==> src/rtl/foreground_config_scheduler_pkg.sv <==
// rtl/foreground_config_scheduler_pkg.sv - shared constants and state type for the foreground config scheduler
package foreground_config_scheduler_pkg;

  localparam logic [1:0] SCALE_OFF     = 2'b00;
  localparam logic [1:0] SCALE_QUARTER = 2'b01;
  localparam logic [1:0] SCALE_HALF    = 2'b10;
  localparam logic [1:0] SCALE_FULL    = 2'b11;

  localparam logic [2:0] CMD_SCALE    = 3'd0;
  localparam logic [2:0] CMD_OFFSET_X = 3'd1;
  localparam logic [2:0] CMD_OFFSET_Y = 3'd2;
  localparam logic [2:0] CMD_VEL_X    = 3'd3;
  localparam logic [2:0] CMD_VEL_Y    = 3'd4;
  localparam logic [2:0] CMD_COMMIT   = 3'd5;
  localparam logic [2:0] CMD_ABORT    = 3'd6;

  typedef enum logic [1:0] {
    ST_IDLE  = 2'd0,
    ST_ARMED = 2'd1,
    ST_APPLY = 2'd2
  } state_t;

endpackage

==> src/rtl/foreground_config_scheduler_stepper.sv <==
// rtl/foreground_config_scheduler_stepper.sv - one-axis offset + velocity step clamped to +/-LIMIT
module offset_saturating_stepper #(
  parameter int PRECISION = 11,
  parameter int LIMIT     = 800
) (
  input  logic signed [PRECISION:0] offset,
  input  logic signed [PRECISION:0] velocity,
  output logic signed [PRECISION:0] next_offset
);

  localparam logic signed [PRECISION+1:0] HI = (PRECISION+2)'(LIMIT);
  localparam logic signed [PRECISION+1:0] LO = -HI;

  logic signed [PRECISION+1:0] sum;

  // One extra bit so the raw sum never wraps before the clamp sees it.
  always_comb begin
    sum = $signed({offset[PRECISION], offset}) + $signed({velocity[PRECISION], velocity});
    if (sum > HI) begin
      next_offset = HI[PRECISION:0];
    end else if (sum < LO) begin
      next_offset = LO[PRECISION:0];
    end else begin
      next_offset = sum[PRECISION:0];
    end
  end

endmodule

==> src/rtl/foreground_config_scheduler.sv <==
// rtl/foreground_config_scheduler.sv - shadowed foreground scale/offset registers committed at frame boundaries
module foreground_config_scheduler
  import foreground_config_scheduler_pkg::*;
#(
  parameter int RESOLUTION_X = 800,
  parameter int RESOLUTION_Y = 600,
  parameter int PRECISION    = 11
) (
  input  logic                        clk,
  input  logic                        rst_n,
  input  logic                        cmd_valid,
  output logic                        cmd_ready,
  input  logic [2:0]                  cmd_addr,
  input  logic [PRECISION:0]          cmd_data,
  input  logic                        frame_end,
  output logic [1:0]                  ctrl_foreground_scale,
  output logic signed [PRECISION:0]   fg_offset_x,
  output logic signed [PRECISION:0]   fg_offset_y,
  output logic                        commit_pending,
  output logic                        apply_done
);

  state_t state, state_next;

  logic [1:0]                sh_scale;
  logic signed [PRECISION:0] sh_off_x, sh_off_y, sh_vel_x, sh_vel_y;
  logic signed [PRECISION:0] vel_x, vel_y;
  logic signed [PRECISION:0] step_x, step_y;
  logic                      accept;

  assign cmd_ready      = (state != ST_APPLY);
  assign commit_pending = (state == ST_ARMED);
  assign accept         = cmd_valid && cmd_ready;

  // A frame boundary wins over a same-cycle abort once a commit is armed.
  always_comb begin
    state_next = state;
    case (state)
      ST_IDLE:  if (accept && cmd_addr == CMD_COMMIT) state_next = ST_ARMED;
      ST_ARMED: begin
        if (frame_end)                                state_next = ST_APPLY;
        else if (accept && cmd_addr == CMD_ABORT)     state_next = ST_IDLE;
      end
      ST_APPLY: state_next = ST_IDLE;
      default:  state_next = ST_IDLE;
    endcase
  end

  always_ff @(posedge clk or negedge rst_n) begin
    if (!rst_n) begin
      state      <= ST_IDLE;
      apply_done <= 1'b0;
    end else begin
      state      <= state_next;
      apply_done <= (state == ST_APPLY);
    end
  end

  always_ff @(posedge clk or negedge rst_n) begin
    if (!rst_n) begin
      sh_scale <= SCALE_FULL;
      sh_off_x <= '0;
      sh_off_y <= '0;
      sh_vel_x <= '0;
      sh_vel_y <= '0;
    end else if (accept) begin
      case (cmd_addr)
        CMD_SCALE:    sh_scale <= cmd_data[1:0];
        CMD_OFFSET_X: sh_off_x <= cmd_data;
        CMD_OFFSET_Y: sh_off_y <= cmd_data;
        CMD_VEL_X:    sh_vel_x <= cmd_data;
        CMD_VEL_Y:    sh_vel_y <= cmd_data;
        default:      ;
      endcase
    end
  end

  offset_saturating_stepper #(.PRECISION(PRECISION), .LIMIT(RESOLUTION_X)) u_step_x (
    .offset      (fg_offset_x),
    .velocity    (vel_x),
    .next_offset (step_x)
  );

  offset_saturating_stepper #(.PRECISION(PRECISION), .LIMIT(RESOLUTION_Y)) u_step_y (
    .offset      (fg_offset_y),
    .velocity    (vel_y),
    .next_offset (step_y)
  );

  // Committed offsets pass through unclamped; only the pan step saturates.
  always_ff @(posedge clk or negedge rst_n) begin
    if (!rst_n) begin
      ctrl_foreground_scale <= SCALE_FULL;
      fg_offset_x           <= '0;
      fg_offset_y           <= '0;
      vel_x                 <= '0;
      vel_y                 <= '0;
    end else if (state == ST_APPLY) begin
      ctrl_foreground_scale <= sh_scale;
      fg_offset_x           <= sh_off_x;
      fg_offset_y           <= sh_off_y;
      vel_x                 <= sh_vel_x;
      vel_y                 <= sh_vel_y;
    end else if (state == ST_IDLE && frame_end) begin
      fg_offset_x <= step_x;
      fg_offset_y <= step_y;
    end
  end

endmodule

==> config.mk <==
export PLATFORM = sky130hd
export DESIGN_NAME = foreground_config_scheduler
export DESIGN_NICKNAME = d
export VERILOG_FILES = /design/src/rtl/foreground_config_scheduler_pkg.sv /design/src/rtl/foreground_config_scheduler_stepper.sv /design/src/rtl/foreground_config_scheduler.sv
export SDC_FILE = /design/constraint.sdc
export NUM_CORES = 1
export LEC_CHECK = 0
export BUFFER_PORTS_ARGS = -buffer_cell sky130_fd_sc_hd__buf_2
export CAP_MARGIN = 30
export CORE_UTILIZATION = 60
export DETAILED_ROUTE_END_ITERATION = 6
export PLACE_DENSITY = 0.87
export SLEW_MARGIN = 20
export SYNTH_ARGS = -nofsm -noshare
export SYNTH_HDL_FRONTEND = slang
export SYNTH_SLANG_ARGS = --single-unit
==> constraint.sdc <==
create_clock -name clk -period 3.8 [get_ports clk]
set_input_delay 0.38 -clock clk [delete_from_list [all_inputs] [get_ports clk]]
set_output_delay 0.38 -clock clk [all_outputs]
set_load 0.02 [all_outputs]
Word level (Yosys, flattened, before mapping)
Index checks and enable logic that the tools add are counted.
{ "word_totals": {"out_inout_bits": 29, "ff_bits": 103, "word_cells": 54, "inputBits": 19} }
{ "classes": {"eq_ne": 11, "order_cmp": 4, "mux": 12, "add_sub_neg": 2, "n_reduce_logical": 13} }
{ "op_table": {"columns": ["operator", "count"], "rows": [
  ["12-bit two-way mux", 8],
  ["12-bit by 12-bit adder with 13-bit output", 2],
  ["13-bit by 11-bit greater-than comparator with 1-bit output, second input constant", 2],
  ["13-bit by 11-bit less-than comparator with 1-bit output, second input constant", 2],
  ["2-bit AND reduction", 6],
  ["3-bit equality test, second input constant", 3],
  ["3-bit by 2-bit equality test with 1-bit output, second input constant", 2],
  ["2-bit two-way mux", 3],
  ["1-bit logical AND", 4],
  ["2-bit inequality test, second input constant", 2],
  ["2-bit case mux with 2 select lines", 1],
  ["3-bit by 1-bit equality test with 1-bit output, second input constant", 1],
  ["3-bit logical NOT", 1],
  ["3-bit by 2-bit inequality test with 1-bit output, second input constant", 1],
  ["2-bit by 1-bit equality test with 1-bit output, second input constant", 1],
  ["2-bit equality test, second input constant", 1],
  ["2-bit logical NOT", 1],
  ["2-bit nonzero test", 1]
]} }

Logic depth before layout (Yosys ltp)
{ "logic_depth": {"word_depth": 6, "depth_mapped": 11, "depth_no_buf": 11} }

Modules after synthesis
A second synthesis with hierarchy kept.
{ "hier_totals": {"hier_cells": 603, "area_unflattened_um2": 6203.4} }
{ "modules_own_cells": {"columns": ["module", "seq_area_each_um2", "area_per_inst_um2", "cells_per_inst", "n_inst"], "rows": [
  ["foreground_config_scheduler", 2582.5, 4182.8, 339, 1],
  ["offset_saturating_stepper (u_step_x)", 0.0, 1027.2, 135, 1],
  ["offset_saturating_stepper (u_step_y)", 0.0, 993.5, 129, 1]
]} }

Worst setup path after synthesis
OpenSTA, ideal clock, no wires.
{ "synth_path": {"path_kind": "register to register", "startpoint": "register fg_offset_x[0]", "endpoint": "register fg_offset_x[5]", "n_path_buf": 0, "stages_incl_launch_ff": 12, "t_arrival_ns": 2.670, "slack_ns": 1.007, "synth_period_minus_slack_ns": 2.793, "setup_time_ns": 0.123, "path_cell_list": "dfrtp_1 ha_1 inv_1 fa_1 nand2b_2 a211oi_2 a2111oi_2 o31ai_4 xnor2_2 nor4b_4 o21ai_2 o221a_1"} }
{ "synth_via": {"elab_chain_cells": 6, "word_cells_on_any_way": 7, "cone_classes": "1 x add/sub; 2 x order compare; 4 x mux"} }
{ "synth_rtl": {"columns": ["element", "line", "rtl"], "rows": [
  ["start: declaration", "foreground_config_scheduler.sv:17", "output logic signed [PRECISION:0] fg_offset_x,"],
  ["start signal: assignment", "foreground_config_scheduler.sv:100", "fg_offset_x <= sh_off_x;"],
  ["start signal: assignment", "foreground_config_scheduler.sv:105", "fg_offset_x <= step_x;"],
  ["12-bit by 12-bit adder with 13-bit output (*)", "foreground_config_scheduler_stepper.sv:18", "sum = $signed({offset[PRECISION], offset}) + $signed({velocity[PRECISION], velocity});"],
  ["13-bit by 11-bit less-than comparator with 1-bit output", "foreground_config_scheduler_stepper.sv:21", "end else if (sum < LO) begin"],
  ["12-bit two-way mux", "foreground_config_scheduler_stepper.sv:21", null],
  ["12-bit two-way mux (*)", "foreground_config_scheduler_stepper.sv:19", "if (sum > HI) begin"],
  ["12-bit two-way mux (*)", "foreground_config_scheduler.sv:104", "end else if (state == ST_IDLE && frame_end) begin"],
  ["12-bit two-way mux (*)", "foreground_config_scheduler.sv:98", "end else if (state == ST_APPLY) begin"]
]} }
Every way passes the cells marked *; elsewhere a longest branch is shown, timed or not. The select of a mux whose other input is x is not followed.
A chain may end at the register's enable or synchronous reset.

Final worst setup path
{ "layout_path": {"startpoint": "register fg_offset_x[0]", "endpoint": "register fg_offset_x[9]"} }
The elaborated chain is that of the path after synthesis.

==> flow_metrics.tcl <==
set metrics [dict create \
    routedWlPerCell_um 18.9 \
    synth-edff-count 0 \
    async_reset_ff_share_pct 100 \
    period_needed_ns 2.96 \
    r2r_setup_slack_ns 0.84 \
    path_class "reg2reg" \
    die_x_um 97.0 \
    areaGrowthSynthToFinish_pct 10.9 \
    required_ns 4.08 \
    cts-buffers-inserted 9 \
    final_common_cell "dfrtp_1" \
    grt_util_all_layers_pct 28.8 \
    arrival_ns 3.25 \
    core_um2 8720 \
    dr.pass1.iters 5 \
    synth_ff_type "dfrtp_1" \
    drive_above_1_share_pct 24.8 \
    setup_viol 0 \
    worst_slew_pin_slew_ns 0.951 \
    hold_ws_ns -0.00826 \
    synth_cell_types 68 \
    cts-root-buf "clkbuf_8" \
    pin_count 48 \
    max_freq_ghz 0.337 \
    synth_warnings 0 \
    reg2reg_depth 11 \
    grt_util_met2_pct 46.4 \
    hold_class "in2async" \
    clkTransAtPathRegs_ns 0.11 \
    vias_per_cell 6.19 \
    syn_nets 571 \
    synth_area_um2 5420 \
    grt_util_met1_pct 39.0 \
    maxSlewViolCount 0 \
    worstReg2RegEnd "fg_offset_x[9]$_DFFE_PN0P_" \
    tns_ns 0 \
    antenna_cells 0 \
    setup_slack_ns 0.835 \
    grt_pass1_vias 4239 \
    violations "negative hold slack" \
    cp-end-kind "flop" \
    drtAntennaViolNets 0 \
    max_slew_margin_pct 36.6 \
    grt_overflow 0 \
    wl_mm 13.0 \
    post_cts_buffers 0 \
    top_usage_layer "met2" \
    postSynthCellCount 526 \
    die_h_um 97.0 \
    clkPwrFrac_pct 12.8 \
    rsz0062_at_grt "false" \
    antenna_found_initial 0 \
    nets 621 \
    crit_path_start_kind "flop" \
    portBuffers 47 \
    cts-resized-gates 0 \
    use_met3_pct 6.94 \
    drc 0 \
    powerDensity_nw_per_um2 918 \
    initial_core_util_pct 62.2 \
    gp_congestion 0.880 \
    post-route-period-util_pct 78.0 \
    power_switching_uw 2480 \
    syn_area_per_cell_um2 10.3 \
    cts_hold_buffers 0 \
    die-area_um2 9420 \
    grt_max_degree 43 \
    hold_violations 14 \
    cts.sinks 103 \
    synth-seq-cells 103 \
    p_total_uw 5520 \
    p_leak_uw 0.00284 \
    rows 34 \
    internal_power_uw 3040 \
    routed-via-count 4266 \
    swShare_pct 44.9 \
    h-tree-depth 3 \
    ys_seq_area_share_pct 47.6 \
    max-cap-violations 0 \
    drt_first_iter_violations 188 \
    run_status "finished, violations left" \
    combPwrFrac_pct 55.7 \
    timing.rr.start "fg_offset_x[0]$_DFFE_PN0P_" \
    ir_drop_uv 398 \
    hpwl_mm 9.36 \
    grt_pass1_wl_mm 21.3 \
    clock_latency_ns 0.37 \
    cts.path.max_buffers 2 \
    place_ws_ns 0.886 \
    cts_tree "yes" \
    clock_skew_ns 0.0142 \
    p_seq_share_pct 31.5 \
    cp_max_fo 4 \
    final_cell_mix "99 x dfrtp_1, 94 x nand2_1, 48 x mux2_2" \
]
-- through the flow --
step / cell area (µm²) / util (%) / hold slack (ns) / instances
floorplan: 5420 / - / 0.0844 / 526
global placement: 5800 / 66.5 / 0.391 / 672
detailed placement: 5800 / 66.5 / 0.400 / 672
CTS: 6000 / 68.8 / 0.000483 / 688
global route: 6010 / 69.0 / 0.0127 / 689
finish: 6010 / 69.0 / -0.00826 / 689
-- cell usage after synthesis, drive strengths merged (4+ instances only) --
cell type,count,area [µm²]
nor2,27,106
o21ai,27,139
inv,19,71.3
and3,7,43.8
o21a,4,30.0
nor2b,7,43.8
nand2,94,353
ha,24,300
mux2,48,541
xnor2,10,95.1
a211oi,5,47.5
o22ai,6,37.5
a21oi,37,189
xor2,7,61.3
nand2b,4,27.5
a21o,7,52.6
nand3,14,70.1
o31ai,6,63.8
dfstp,4,105
nor3b,5,42.5
buf,6,23.8
clkbuf,12,45.0
dfrtp,99,2480
-- routing by layer --
layer  wire length [µm]  vias to the layer above
met5                  0                        -
met3                776                       21
met1               5680                     2126
li1                   -                     1961
met4                188                        0
met2               6360                      158
-- power groups by stage --
| stage | clock network, µW | logic, µW | registers (µW) |
|---|---|---|---|
| after floorplan | 0 | 2270 | 1780 |
| after global placement | 0 | 2910 | 1730 |
| after detailed placement | 0 | 3010 | 1750 |
| after CTS | 712 | 3040 | 1730 |
| after global routing | 761 | 3350 | 1780 |
| final | 708 | 3080 | 1740 |
-- critical path, cell delays in order (launching register included) --
cell and delay (ns):
dfrtp_1 0.40, ha_1 0.21, inv_1 0.06, fa_1 0.39
nand2b_2 0.21, a211oi_2 0.29, o41ai_1 0.14, xnor2_1 0.34
o311ai_1 0.19, a41oi_1 0.39, a21oi_1 0.08, o21ai_0 0.20
-- logic make-up (layout without fill, tap and decap cells) --
group | after synthesis | count (layout) | synth area share [%]
and+or+nand+nor | 172 | 172 | 14.8
AOI/OAI and AO/OA | 123 | 123 | 15.8
DFF | 103 | 103 | 47.6
muxes | 48 | 48 | 9.97
buffers and inverters | 37 | 92 | 2.59
adders and majority gates | 26 | 26 | 6.28
xor gates and xnor gates | 17 | 17 | 2.89
-- worst max-delay path by stage --
stage,from,to,slack [ns],depth (start not counted)
floorplan,fg_offset_x[0]$_DFFE_PN0P_,fg_offset_x[5]$_DFFE_PN0P_,1.01,11
global placement,fg_offset_x[0]$_DFFE_PN0P_,fg_offset_x[5]$_DFFE_PN0P_,1.03,11
detailed placement,fg_offset_x[0]$_DFFE_PN0P_,fg_offset_x[5]$_DFFE_PN0P_,0.89,11
CTS,fg_offset_x[0]$_DFFE_PN0P_,fg_offset_x[5]$_DFFE_PN0P_,0.87,11
global route,fg_offset_y[0]$_DFFE_PN0P_,fg_offset_y[2]$_DFFE_PN0P_,0.57,11
finish,fg_offset_x[0]$_DFFE_PN0P_,fg_offset_x[9]$_DFFE_PN0P_,0.84,11
-- flip-flops by register name, indices dropped and copies added, names as in the netlist --
name,flops
apply_done,1
sh_scale,2
sh_vel_x,12
ctrl_foreground_scale,2
sh_off_x,12
sh_vel_y,12
state,2
vel_y,12
vel_x,12
fg_offset_y,12
sh_off_y,12
fg_offset_x,12
-- cell type report --
class | count | area (µm²)
timing repair buffer | 57 | 317
sequential | 103 | 2580
multi-input combinational | 386 | 2700
inverter | 19 | 71.3
clock buffer | 10 | 128
fill | 647 | 2710
clock inverter | 6 | 76.3
tap | 108 | 135
(Power assumes the default switching activity.)
